--- src/rtl/uart_hex_cmd_rx.sv ---
// uart_hex_cmd_rx
//   Parses ASCII hex numbers arriving byte-by-byte from a uart_rx instance.
//   A number is a run of hex digits ('0'-'9', 'A'-'F', 'a'-'f') closed by
//   CR_CHAR or LF_CHAR. A well-formed number updates value/digit_count and
//   pulses value_valid; a malformed or over-long number pulses err instead.
//
// Ports:
//   clk, rst_n      clock, asynchronous active-low reset
//   rx_data[7:0]    byte from uart_rx
//   rx_ready        uart_rx has a byte available
//   rx_ready_rst    clears the uart_rx ready flag; held until rx_ready drops
//   value           last successfully parsed number (4*DIGITS bits)
//   value_valid     one-cycle pulse when value updates
//   digit_count     digit count of the last valid number
//   err             one-cycle pulse when a malformed number is dropped
//   tx_start, tx_data, tx_busy   echo port to uart_tx (ECHO_EN only)
//
// Build option:
//   ECHO_EN  define to echo every consumed byte through the tx port.
module uart_hex_cmd_rx #(
  parameter int         DIGITS  = 8,
  parameter logic [7:0] CR_CHAR = 8'h0d,
  parameter logic [7:0] LF_CHAR = 8'h0a
) (
  input  logic                         clk,
  input  logic                         rst_n,
  input  logic [7:0]                   rx_data,
  input  logic                         rx_ready,
  output logic                         rx_ready_rst,
  output logic [4*DIGITS-1:0]          value,
  output logic                         value_valid,
  output logic [$clog2(DIGITS+1)-1:0]  digit_count,
  output logic                         err
`ifdef ECHO_EN
  ,
  output logic                         tx_start,
  output logic [7:0]                   tx_data,
  input  logic                         tx_busy
`endif
);

  localparam int VW = 4*DIGITS;
  localparam int CW = $clog2(DIGITS+1);

  typedef enum logic [1:0] {S_IDLE, S_ACCUM, S_DISCARD, S_CLR} state_t;

  // ---------------------------------------------------------------------
  // Byte classification
  // ---------------------------------------------------------------------
  logic       is_term, is_dig;
  logic [3:0] dig;

  always_comb begin
    is_term = (rx_data == CR_CHAR) || (rx_data == LF_CHAR);
    is_dig  = 1'b0;
    dig     = 4'h0;
    // Terminators win if a terminator parameter collides with a digit code.
    if (!is_term) begin
      if (rx_data >= 8'h30 && rx_data <= 8'h39) begin
        is_dig = 1'b1;
        dig    = rx_data[3:0];
      end else if ((rx_data >= 8'h41 && rx_data <= 8'h46) ||
                   (rx_data >= 8'h61 && rx_data <= 8'h66)) begin
        // Low nibble of 'A'/'a' is 1, so +9 yields 10..15.
        is_dig = 1'b1;
        dig    = rx_data[3:0] + 4'd9;
      end
    end
  end

  // ---------------------------------------------------------------------
  // Parser FSM
  // ---------------------------------------------------------------------
  state_t          state_q, state_d;
  state_t          ret_q, ret_d;      // state to resume after CLR
  logic [VW-1:0]   acc_q, acc_d;
  logic [CW-1:0]   cnt_q, cnt_d;
  logic [VW-1:0]   value_q, value_d;
  logic [CW-1:0]   dcnt_q, dcnt_d;
  logic            valid_q, valid_d;
  logic            err_q, err_d;
  logic            rrst_q, rrst_d;
  logic            consume;

  // A byte is taken whenever we are not still waiting for the previous
  // ready flag to clear; CLR blocks re-consuming the same byte.
  assign consume = (state_q != S_CLR) && rx_ready;

  always_comb begin
    state_d = state_q;
    ret_d   = ret_q;
    acc_d   = acc_q;
    cnt_d   = cnt_q;
    value_d = value_q;
    dcnt_d  = dcnt_q;
    valid_d = 1'b0;
    err_d   = 1'b0;
    rrst_d  = rrst_q;

    if (state_q == S_CLR) begin
      if (!rx_ready) begin
        rrst_d  = 1'b0;
        state_d = ret_q;
      end
    end else if (consume) begin
      rrst_d  = 1'b1;
      state_d = S_CLR;
      ret_d   = state_q;
      case (state_q)
        S_IDLE: begin
          if (is_dig) begin
            acc_d = VW'(dig);       // clears any stale upper digits
            cnt_d = CW'(1);
            ret_d = S_ACCUM;
          end else if (!is_term) begin
            ret_d = S_DISCARD;
          end
          // bare terminator (e.g. LF after CR) is ignored
        end
        S_ACCUM: begin
          if (is_dig) begin
            if (cnt_q < CW'(DIGITS)) begin
              acc_d = (acc_q << 4) | VW'(dig);
              cnt_d = cnt_q + CW'(1);
            end else begin
              ret_d = S_DISCARD;    // too many digits
            end
          end else if (is_term) begin
            value_d = acc_q;
            dcnt_d  = cnt_q;
            valid_d = 1'b1;
            ret_d   = S_IDLE;
          end else begin
            ret_d = S_DISCARD;
          end
        end
        S_DISCARD: begin
          if (is_term) begin
            err_d = 1'b1;
            ret_d = S_IDLE;
          end
        end
        default: ret_d = S_IDLE;
      endcase
    end
  end

  always_ff @(posedge clk or negedge rst_n) begin
    if (!rst_n) begin
      state_q <= S_IDLE;
      ret_q   <= S_IDLE;
      acc_q   <= '0;
      cnt_q   <= '0;
      value_q <= '0;
      dcnt_q  <= '0;
      valid_q <= 1'b0;
      err_q   <= 1'b0;
      rrst_q  <= 1'b0;
    end else begin
      state_q <= state_d;
      ret_q   <= ret_d;
      acc_q   <= acc_d;
      cnt_q   <= cnt_d;
      value_q <= value_d;
      dcnt_q  <= dcnt_d;
      valid_q <= valid_d;
      err_q   <= err_d;
      rrst_q  <= rrst_d;
    end
  end

  assign rx_ready_rst = rrst_q;
  assign value        = value_q;
  assign value_valid  = valid_q;
  assign digit_count  = dcnt_q;
  assign err          = err_q;

`ifdef ECHO_EN
  // ---------------------------------------------------------------------
  // Echo: one byte in flight at a time; bytes consumed while an echo is
  // still pending are not echoed.
  // ---------------------------------------------------------------------
  typedef enum logic [1:0] {E_IDLE, E_START, E_WAIT} echo_t;

  echo_t      echo_q, echo_d;
  logic       tx_start_q, tx_start_d;
  logic [7:0] tx_data_q, tx_data_d;

  always_comb begin
    echo_d     = echo_q;
    tx_start_d = tx_start_q;
    tx_data_d  = tx_data_q;
    case (echo_q)
      E_IDLE: begin
        if (consume) begin
          tx_data_d  = rx_data;
          tx_start_d = 1'b1;
          echo_d     = E_START;
        end
      end
      E_START: begin
        // uart_tx has latched the byte once it reports busy
        if (tx_busy) begin
          tx_start_d = 1'b0;
          echo_d     = E_WAIT;
        end
      end
      E_WAIT: begin
        if (!tx_busy) echo_d = E_IDLE;
      end
      default: echo_d = E_IDLE;
    endcase
  end

  always_ff @(posedge clk or negedge rst_n) begin
    if (!rst_n) begin
      echo_q     <= E_IDLE;
      tx_start_q <= 1'b0;
      tx_data_q  <= 8'h00;
    end else begin
      echo_q     <= echo_d;
      tx_start_q <= tx_start_d;
      tx_data_q  <= tx_data_d;
    end
  end

  assign tx_start = tx_start_q;
  assign tx_data  = tx_data_q;
`endif

endmodule

--- config.mk ---
export PLATFORM = sky130hd
export DESIGN_NAME = uart_hex_cmd_rx
export DESIGN_NICKNAME = d
export VERILOG_FILES = /design/src/rtl/uart_hex_cmd_rx.sv
export SDC_FILE = /design/constraint.sdc
export NUM_CORES = 1
export LEC_CHECK = 0
export BUFFER_PORTS_ARGS = -buffer_cell sky130_fd_sc_hd__buf_4
export CORE_UTILIZATION = 43
export DETAILED_ROUTE_END_ITERATION = 6
export SYNTH_ARGS = -nofsm -noshare
export SYNTH_HDL_FRONTEND = slang
export SYNTH_SLANG_ARGS = --single-unit
--- constraint.sdc ---
create_clock -name clk -period 2.3 [get_ports clk]
set_input_delay 0.115 -clock clk [delete_from_list [all_inputs] [get_ports clk]]
set_output_delay 0.115 -clock clk [all_outputs]
set_load 0.05 [all_outputs]
==> results of run 1 <==
## sequential cells by signal (all words and copies together) (netlist names)
name / flops
rx_ready_rst: 1
value_valid: 1
err: 1
acc_q: 32
state_q: 2
cnt_q: 4
value: 32
ret_q: 2
digit_count: 4
## worst max-delay path by stage
stage | startpoint | to | slack, ps | depth (start not counted)
after floorplan | state_q[0]$_DFFE_PN0P_ | acc_q[18]$_DFFE_PN0P_ | 590 | 9
after CTS | state_q[1]$_DFFE_PN0P_ | value[1]$_DFFE_PN0P_ | 400 | 5
after detailed placement | rx_data[1] | value[1]$_DFFE_PN0P_ | 390 | 8
after global routing | state_q[1]$_DFFE_PN0P_ | value[1]$_DFFE_PN0P_ | 290 | 5
final | state_q[1]$_DFFE_PN0P_ | value[1]$_DFFE_PN0P_ | 420 | 5
after global placement | rx_data[0] | value[8]$_DFFE_PN0P_ | 430 | 8
## stage by stage
| step | instances | power [mW] | util, % | hold slack, ps |
|---|---|---|---|---|
| after floorplan | 286 | 1.81 | - | -181 |
| after global placement | 427 | 1.96 | 50.1 | 345 |
| after detailed placement | 427 | 1.96 | 50.1 | 340 |
| after CTS | 444 | 3.03 | 52.9 | 99.7 |
| after global routing | 444 | 3.15 | 52.9 | 137 |
| final | 444 | 3.00 | 52.9 | 108 |
## critical path: stages (launching register included)
cell,delay [ps]
dfrtp_1,430
nand2_1,150
ha_1,240
and3_4,380
buf_12,260
mux2_4,320
## where the power goes
group / switching [mW] / internal, mW / leakage [nW]
clock network: 0.506 / 0.559 / 0.105
registers: 0.0540 / 1.45 / 1.09
logic: 0.269 / 0.157 / 0.768
## logic make-up (layout without fill, tap and decap cells)
| logic type | after synthesis | after routing | share of synthesized area [%] |
|---|---|---|---|
| muxes | 41 | 41 | 16.7 |
| and+or+nand+nor | 84 | 84 | 10.7 |
| buffers and inverters | 22 | 78 | 4.24 |
| adders and majority gates | 7 | 7 | 2.53 |
| xor gates and xnor gates | 1 | 1 | 0.253 |
| AOI/OAI and AO/OA | 52 | 52 | 8.44 |
| DFF | 79 | 79 | 57.2 |
## metal layers
layer / wire [um] / vias to the layer above
li1: - / 1075
met1: 3120 / 1018
met2: 2680 / 46
met3: 248 / 8
met4: 96 / 0
met5: 0 / -
## placed cells by master (no fill, tap or decap), types with 2 or more instances in the layout
cell | netlist | final
clkinv_2 | 0 | 2
and3_4 | 2 | 2
ha_1 | 7 | 7
buf_4 | 1 | 53
a21oi_1 | 3 | 3
dfrtp_1 | 79 | 79
mux2i_1 | 2 | 2
inv_1 | 7 | 7
nor3_1 | 2 | 2
mux2_4 | 31 | 31
o21ai_0 | 41 | 41
nor2_1 | 2 | 2
mux2_2 | 8 | 8
nand2_1 | 68 | 68
nand3_1 | 2 | 2
clkbuf_8 | 0 | 11
## what timing repair did
action | 4_1_cts | 5_1_grt
endpoints found under the hold margin | 79 | 0
setup buffers | 0 | 0
hold buffers | 1 | 0
endpoints found under the setup margin | 0 | 0
## layout make-up
class	instances	area (sq um)	area share (%)
clock buffer	11	151	3.68
clock inverter	5	56.3	1.37
inverter	7	26.3	0.639
multi-input combinational	185	1340	32.7
sequential	79	1980	48.1
tap	102	128	3.11
timing repair buffer	55	428	10.4
==> impl_metrics.csv, run 1 <==
group,metric,value,unit
outcome,status,"complete, no violations",
cells_and_area,fillers,706,
clock_network,cts_sinks,79,
sta,slew_violations,0,
critical_path,worst_ep_arrival_time,2120,ps
global_routing,grt.total_usage,16.2,%
cells_and_area,nNetsFinal,355,
synthesis,yosysSeqAreaShare,57.2,%
clock_network,htree_levels,3,
sta,rsz0062_at_grt,"no",
die,die_y,91.7,um
cells_and_area,areaGrowthSynthToFinish,18.9,%
hold_path,holdPathEnd,"acc_q[2]$_DFFE_PN0P_",
route,num_vias,2147,
route,drc,0,
clock_network,cts_buffers,9,
placed_design,dpl_cell_area,0.00389,sq mm
clock_network,path_clk_slew,80,ps
placed_design,gp_congestion,0.780,
synthesis,syn_area,0.00346,sq mm
clock_network,cts_tree,"built",
synthesis,ys_top_cells_by_count,"79 x dfrtp_1, 68 x nand2_1, 41 x o21ai_0, 31 x mux2_4, 8 x mux2_2",
sta,fmax,531,MHz
cells_and_area,antenna_cells,0,
sta,hold_viol,0,
hold_path,hp-start,"rx_data[2]",
clock_network,cts_root_buf,"clkbuf_8",
placed_design,portBuffers,49,
die,core-area,0.00777,sq mm
sta,fin_crit_sh,81.9,%
critical_path,end_kind,"flop",
critical_path,path_max_fanout,23,
critical_path,crit_type,"reg2reg",
sta,setup-tns-final,0,ps
clock_network,cts_buffer_depth,2,
hold_path,holdPathStages,3,
global_routing,gr-total-overflow,0,
synthesis,post-synth-top-count-cell,"dfrtp_1",
clock_network,clk_latency,350,ps
global_routing,antenna_found_initial,0,
critical_path,r2r-end,"value[1]$_DFFE_PN0P_",
sta,finClkSkew,11.7,ps
synthesis,synth_nets,304,
global_routing,grt_pass1_vias,2103,
synthesis,synth-seq-cells,79,
route,drt_iter0_markers,88,
synthesis,ys_types,34,
sta,worstMarginPinSlew,974,ps
critical_path,rr_worst_depth,5,
run,drv_cap,0,
global_routing,grt_pass1_wl,10500,um
synthesis,yosysTopAreaCellShare,57.2,%
route,final_antenna_net_count,0,
die,start_util,44.5,%
die,num_rows,32,
route,post_drt_wl_per_cell,13.8,um
synthesis,syn_avg_cell_area,12.1,sq um
global_routing,met1_usage,23.7,%
synthesis,netlist_instances,286,
route,firstDrtPassIters,4,
global_routing,top_usage_layer,"met1",
synthesis,synth.area.top_cells,"dfrtp_1 57%, mux2_4 13%, nand2_1 7.4%, o21ai_0 5.9%, mux2_2 2.6%",
die,ios,50,
global_routing,grt_util_met3,3.23,%
synthesis,async_reset_ff_share,100,%
placed_design,post-place-ws,389,ps
critical_path,r2r_slack,420,ps
global_routing,grtUsageMet2,22.9,%
synthesis,synth_enable_flop_cells,0,
power_and_ir_drop,powerDensity,729,mW/mm^2
synthesis,synth_top_cell_by_area,"dfrtp_1",
cells_and_area,design_area,0.00411,sq mm
route,totalWireLength,6140,um
synthesis,ys.warnings.count,0,
global_routing,grt_max_degree,80,
clock_network,cts_resized,0,
die,die_x,91.7,um
die,dieArea,0.00840,sq mm
sta,relSlewSlack,35.0,%
cells_and_area,drive_gt1_share,33.6,%
route,vias_per_cell,4.84,
critical_path,r2r_start,"state_q[1]$_DFFE_PN0P_",
sta,fin_crit,1880,ps
hold_path,min_path_type,"in2reg",
sta,setup_ws,417,ps
placed_design,hpwl,3980,um
sta,setup_violations,0,
critical_path,required,2540,ps
power_and_ir_drop,peakVddDrop,462,uV
critical_path,cp-start-kind,"flop",
synthesis,dominantRegCellSynth,"dfrtp_1",
power_and_ir_drop,power_leakage,1.96,nW
(Power assumes the default switching activity.)
==> run 2: changes to the inputs <==
--- a/config.mk
+++ b/config.mk
@@ -5,6 +5,7 @@
 export SDC_FILE = /design/constraint.sdc
 export NUM_CORES = 1
 export LEC_CHECK = 0
+export ABC_AREA = 1
 export BUFFER_PORTS_ARGS = -buffer_cell sky130_fd_sc_hd__buf_4
 export CORE_UTILIZATION = 43
 export DETAILED_ROUTE_END_ITERATION = 6
==> constraint.sdc (replaced) <==
create_clock -name clk -period 1.8 [get_ports clk]
set_input_delay 0.09 -clock clk [delete_from_list [all_inputs] [get_ports clk]]
set_output_delay 0.09 -clock clk [all_outputs]
set_load 0.05 [all_outputs]
==> impl_metrics.csv, run 2 <==
group,metric,value,unit
outcome,status,"complete, no violations",
critical_path,rr_worst_depth,9,
clock_network,cts_sinks,79,
clock_network,cts_buffer_depth,2,
critical_path,r2r-end,"acc_q[18]$_DFFE_PN0P_",
cells_and_area,final_cell_mix,"92 x nand2_1, 79 x dfrtp_1, 61 x buf_4",
placed_design,portBuffers,49,
clock_network,htree_levels,3,
cells_and_area,mostFrequentLayoutCell,"nand2_1",
synthesis,synth_nets,372,
sta,hold_viol,0,
sta,setup_ws,56.4,ps
global_routing,gr-total-overflow,0,
global_routing,grt_pass1_vias,2414,
route,firstDrtPassIters,5,
clock_network,path_clk_slew,80,ps
run,drv_cap,0,
route,drt_iter0_markers,80,
synthesis,ys_top_cells_by_count,"93 x nand2_1, 79 x dfrtp_1, 49 x inv_1, 32 x o21ai_0, 29 x o21ai_2",
die,start_util,44.7,%
critical_path,r2r_start,"state_q[0]$_DFFE_PN0P_",
hold_path,hp-start,"rx_data[5]",
die,core-area,0.00777,sq mm
sta,relSlewSlack,68.0,%
route,post_drt_wl_per_cell,12.3,um
route,vias_per_cell,4.60,
synthesis,ys.warnings.count,0,
sta,fin_crit_sh,96.9,%
synthesis,syn_area,0.00347,sq mm
sta,fmax,574,MHz
synthesis,synth_top_cell_by_area,"dfrtp_1",
route,drc,0,
sta,worstMarginPinSlew,480,ps
die,ios,50,
synthesis,async_reset_ff_share,100,%
sta,setup-tns-final,0,ps
sta,fin_crit,1740,ps
cells_and_area,areaGrowthSynthToFinish,23.7,%
global_routing,grt_max_degree,73,
die,num_rows,32,
cells_and_area,drive_gt1_share,31.5,%
synthesis,yosysSeqAreaShare,57.0,%
critical_path,r2r_slack,60,ps
route,final_antenna_net_count,0,
synthesis,post-synth-top-count-cell,"nand2_1",
global_routing,grt_pass1_wl,11200,um
power_and_ir_drop,powerDensity,1270,mW/mm^2
cells_and_area,nNetsFinal,439,
route,totalWireLength,6490,um
synthesis,yosysTopAreaCellShare,57.0,%
die,die_x,91.8,um
placed_design,post-place-ws,95.9,ps
synthesis,ys_types,29,
global_routing,antenna_found_initial,0,
synthesis,synth.area.top_cells,"dfrtp_1 57%, nand2_1 10%, o21ai_2 7.3%, inv_1 5.3%, o21ai_0 4.6%",
power_and_ir_drop,peakVddDrop,749,uV
power_and_ir_drop,power_leakage,2.17,nW
critical_path,crit_type,"reg2reg",
global_routing,grt.total_usage,16.9,%
die,dieArea,0.00843,sq mm
placed_design,hpwl,4380,um
synthesis,netlist_instances,354,
critical_path,path_max_fanout,6,
route,num_vias,2431,
clock_network,cts_tree,"built",
clock_network,clk_latency,340,ps
synthesis,dominantRegCellSynth,"dfrtp_1",
placed_design,gp_congestion,0.803,
cells_and_area,fin_util,55.3,%
sta,slew_violations,0,
hold_path,holdPathStages,4,
critical_path,worst_ep_arrival_time,2020,ps
die,die_y,91.8,um
critical_path,cp-start-kind,"flop",
critical_path,required,2080,ps
sta,setup_violations,0,
synthesis,synth-seq-cells,79,
cells_and_area,antenna_cells,0,
clock_network,cts_buffers,9,
sta,hold_ws,42.4,ps
synthesis,syn_avg_cell_area,9.80,sq um
sta,finClkSkew,7.17,ps
clock_network,cts_root_buf,"clkbuf_8",
critical_path,end_kind,"flop",
synthesis,synth_enable_flop_cells,0,
hold_path,holdPathEnd,"err$_DFF_PN0_",
hold_path,min_path_type,"in2reg",
run 2: worst max-delay path by stage:
stage	cells past startpoint	end	from	slack [ps]
6_report	9	acc_q[18]$_DFFE_PN0P_	state_q[0]$_DFFE_PN0P_	60
5_1_grt	9	acc_q[18]$_DFFE_PN0P_	state_q[0]$_DFFE_PN0P_	-5
4_1_cts	9	acc_q[15]$_DFFE_PN0P_	state_q[1]$_DFFE_PN0P_	90
3_5_place_dp	9	acc_q[18]$_DFFE_PN0P_	state_q[1]$_DFFE_PN0P_	100
3_3_place_gp	9	acc_q[18]$_DFFE_PN0P_	state_q[1]$_DFFE_PN0P_	140
2_1_floorplan	8	acc_q[1]$_DFFE_PN0P_	state_q[1]$_DFFE_PN0P_	60
run 2: what timing repair did:
| action | CTS | global route |
|---|---|---|
| endpoints found under the hold margin | 34 | 0 |
| buffers inserted | 0 | 5 |
| endpoints found under the setup margin | 0 | 22 |
| hold buffers | 1 | 0 |
| resized for setup | 0 | 7 |
run 2: layout make-up:
type,instances,area (sq um)
clock buffer,12,165
clock inverter,4,27.5
fill,743,3480
inverter,53,204
multi-input combinational,209,1190
sequential,79,1980
tap,102,128
timing repair buffer,69,601
run 2: routing by layer:
layer / GRT usage (%) / wire length (um) / up-vias
met4: 5.34 / 82 / 0
met5: 0 / 0 / -
met2: 26.9 / 3000 / 44
li1: - / - / 1244
met1: 22.8 / 3160 / 1133
met3: 4.06 / 249 / 10
run 2: worst max-delay path: stages, from the launching register on:
cell and delay [ps]:
dfrtp_1 400, nand2_2 90, ha_2 180, inv_2 50, a211oi_4 300, nand2_8 130
nor2_8 220, clkbuf_16 180, nand2_1 70, o21ai_2 60
run 2: metrics by stage:
step           area [sq um]  power, mW  instances
2_1_floorplan          3470       3.70        354
3_3_place_gp           3980       4.17        503
3_5_place_dp           3980       4.21        503
4_1_cts                4180       5.48        520
5_1_grt                4290       5.82        528
6_report               4290       5.45        528
run 2: cells by family after synthesis:
logic type / after synthesis / synth area share [%]
AND/OR/NAND/NOR: 123 / 16.4
flip-flops: 79 / 57.0
AO/OA/AOI/OAI: 77 / 14.8
buffers and inverters: 66 / 8.84
adder cells (fa/ha/maj): 7 / 2.53
XOR/XNOR: 2 / 0.505
run 2: report_power, final:
part | leakage (nW) | internal (mW) | switching (mW)
registers | 0.998 | 2.26 | 0.276
logic | 1.07 | 0.627 | 1.02
clock network | 0.103 | 0.617 | 0.641
total | 2.17 | 3.51 | 1.94
==> run 3: changes to the inputs <==
--- a/config.mk
+++ b/config.mk
@@ -7,8 +7,9 @@
 export LEC_CHECK = 0
 export ABC_AREA = 1
 export BUFFER_PORTS_ARGS = -buffer_cell sky130_fd_sc_hd__buf_4
-export CORE_UTILIZATION = 43
+export CORE_UTILIZATION = 55
 export DETAILED_ROUTE_END_ITERATION = 6
+export PLACE_DENSITY = 0.77
 export SYNTH_ARGS = -nofsm -noshare
 export SYNTH_HDL_FRONTEND = slang
 export SYNTH_SLANG_ARGS = --single-unit
==> impl_metrics.csv, run 3 (synthesized netlist as in run 2, its figures left out) <==
group,metric,value,unit
route,firstDrtPassIters,4,
global_routing,grt_pass1_wl,10900,um
power_and_ir_drop,power.internal,3.60,mW
sta,relSlewSlack,74.8,%
die,die_y,81.4,um
power_and_ir_drop,powerDensity,1330,mW/mm^2
route,post_drt_wl_per_cell,13.0,um
route,drc,0,
placed_design,dp.cells,475,
critical_path,cp-start-kind,"flop",
critical_path,cp_cell_sequence,"nand2_1, ha_1, inv_1, a211oi_4, nand2_8, inv_8, buf_12, o21ai_2",
placed_design,portBuffers,49,
placed_design,gp_congestion,0.822,
clock_network,htree_levels,3,
placed_design,post-place-ws,12.6,ps
global_routing,antenna_found_initial,0,
power_and_ir_drop,seqPwrFrac,45.7,%
sta,finClkSkew,9.67,ps
clock_network,clk_latency,350,ps
die,die_x,81.4,um
route,num_vias,2477,
clock_network,cts_sinks,79,
sta,fin_crit,1670,ps
power_and_ir_drop,power_leakage,2.13,nW
sta,worstMarginPinSlew,378,ps
sta,slew_violations,0,
cells_and_area,antenna_cells,0,
cells_and_area,mostFrequentLayoutCell,"nand2_1",
die,num_rows,28,
cells_and_area,drive_gt1_share,29.6,%
critical_path,max_stage_delay,380,ps
die,ios,50,
cells_and_area,final_cell_mix,"93 x nand2_1, 79 x dfrtp_1, 56 x buf_4",
cells_and_area,fin_util,70.0,%
global_routing,grt_pass1_vias,2346,
route,drt_iter0_markers,137,
sta,fin_crit_sh,92.6,%
route,final_antenna_net_count,0,
clock_network,path_clk_slew,80,ps
global_routing,grtUsageMet2,33.9,%
clock_network,cts_buffer_depth,2,
sta,setup_ws,134,ps
global_routing,grt_max_degree,73,
power_and_ir_drop,peakVddDrop,1080,uV
die,start_util,57.9,%
global_routing,gr-total-overflow,0,
route,vias_per_cell,5.01,
outcome,status,"complete, no violations",
global_routing,top_usage_layer,"met2",
global_routing,met1_usage,30.7,%
run,drv_cap,0,
sta,fmax,600,MHz
critical_path,worst_ep_arrival_time,1910,ps
cells_and_area,fillers,456,
sta,rsz0062_at_grt,"no",
power_and_ir_drop,sw_frac_of_total,35.3,%
clock_network,cts_buffers,9,
cells_and_area,nNetsFinal,432,
critical_path,required,2040,ps
sta,setup-tns-final,0,ps
power_and_ir_drop,p_clk_share,24.7,%
power_and_ir_drop,switchingPower,1.96,mW
critical_path,cpMaxStageDelayCell,"dfrtp_1",
clock_network,cts_tree,"built",
clock_network,cts_root_buf,"clkbuf_8",
sta,hold_ws,43.9,ps
critical_path,path_max_fanout,21,
sta,setup_violations,0,
placed_design,hpwl,4340,um
critical_path,end_kind,"flop",
route,totalWireLength,6420,um
global_routing,grt_util_met3,5.44,%
cells_and_area,final_cell_count_no_fill,494,
hold_path,min_path_type,"in2reg",
critical_path,crit_type,"reg2reg",
global_routing,grt.total_usage,22.1,%
cells_and_area,areaGrowthSynthToFinish,20.9,%
sta,hold_viol,0,
die,dieArea,0.00663,sq mm
die,core-area,0.00599,sq mm
power_and_ir_drop,combPwrFrac,29.6,%
## run 3: path summary, 6_finish.rpt
check                                       startpoint                     to  slack (ps)  cells past startpoint
worst max-delay path            state_q[1]$_DFFE_PN0P_   acc_q[7]$_DFFE_PN0P_         130                      8
worst min-delay path                        rx_data[5]          err$_DFF_PN0_          40                      4
worst max register to register  state_q[1]$_DFFE_PN0P_   acc_q[7]$_DFFE_PN0P_         130                      8
worst min register to register   acc_q[19]$_DFFE_PN0P_  acc_q[23]$_DFFE_PN0P_         490                      2
max in group asynchronous                        rst_n  value[27]$_DFFE_PN0P_        1000                      3
min in group asynchronous                        rst_n   acc_q[6]$_DFFE_PN0P_         210                      2
## run 3: power groups by stage
| stage | logic [mW] | registers (mW) | clock network, mW |
|---|---|---|---|
| final | 1.65 | 2.54 | 1.37 |
| after global routing | 1.85 | 2.61 | 1.45 |
| after CTS | 1.67 | 2.54 | 1.38 |
| after detailed placement | 1.65 | 2.57 | 0 |
| after global placement | 1.60 | 2.55 | 0 |
| after floorplan | 0.928 | 2.78 | 0 |
## run 3: routing by layer
metal / part of all wire [%] / wire [um]
met5: 0 / 0
met4: 1.2 / 78
met3: 4.1 / 265
met2: 47 / 2990
met1: 48 / 3090
## run 3: metrics by stage
step / area, sq um / power [mW]
after floorplan: 3470 / 3.70
after global placement: 3940 / 4.15
after detailed placement: 3940 / 4.21
after CTS: 4170 / 5.58
after global routing: 4190 / 5.90
final: 4190 / 5.56
## run 3: layout make-up
cell class	instances	area, sq um	share of cell area [%]
clock inverter	5	56.3	1.34
timing repair buffer	61	510	12.2
tap	75	93.8	2.24
sequential	79	1980	47.2
multi-input combinational	210	1200	28.5
clock buffer	11	151	3.61
inverter	53	206	4.93
## run 3: repair_timing
action | 4_1_cts | 5_1_grt
resized for setup | 0 | 1
endpoints found under the setup margin | 1 | 22
pin swaps | 1 | 2
gates cloned | 1 | 0
buffers inserted | 0 | 1
hold buffers | 1 | 0
endpoints found under the hold margin | 27 | 0
## run 3: worst max-delay path, delay by kind of cell (launching register included)
| kind | cells | cell delay, ps |
|---|---|---|
| buffers and inverters | 3 | 460 |
| and+or+nand+nor | 2 | 230 |
| adders and majority gates | 1 | 170 |
| AOI/OAI and AO/OA | 2 | 320 |
| DFF | 1 | 380 |
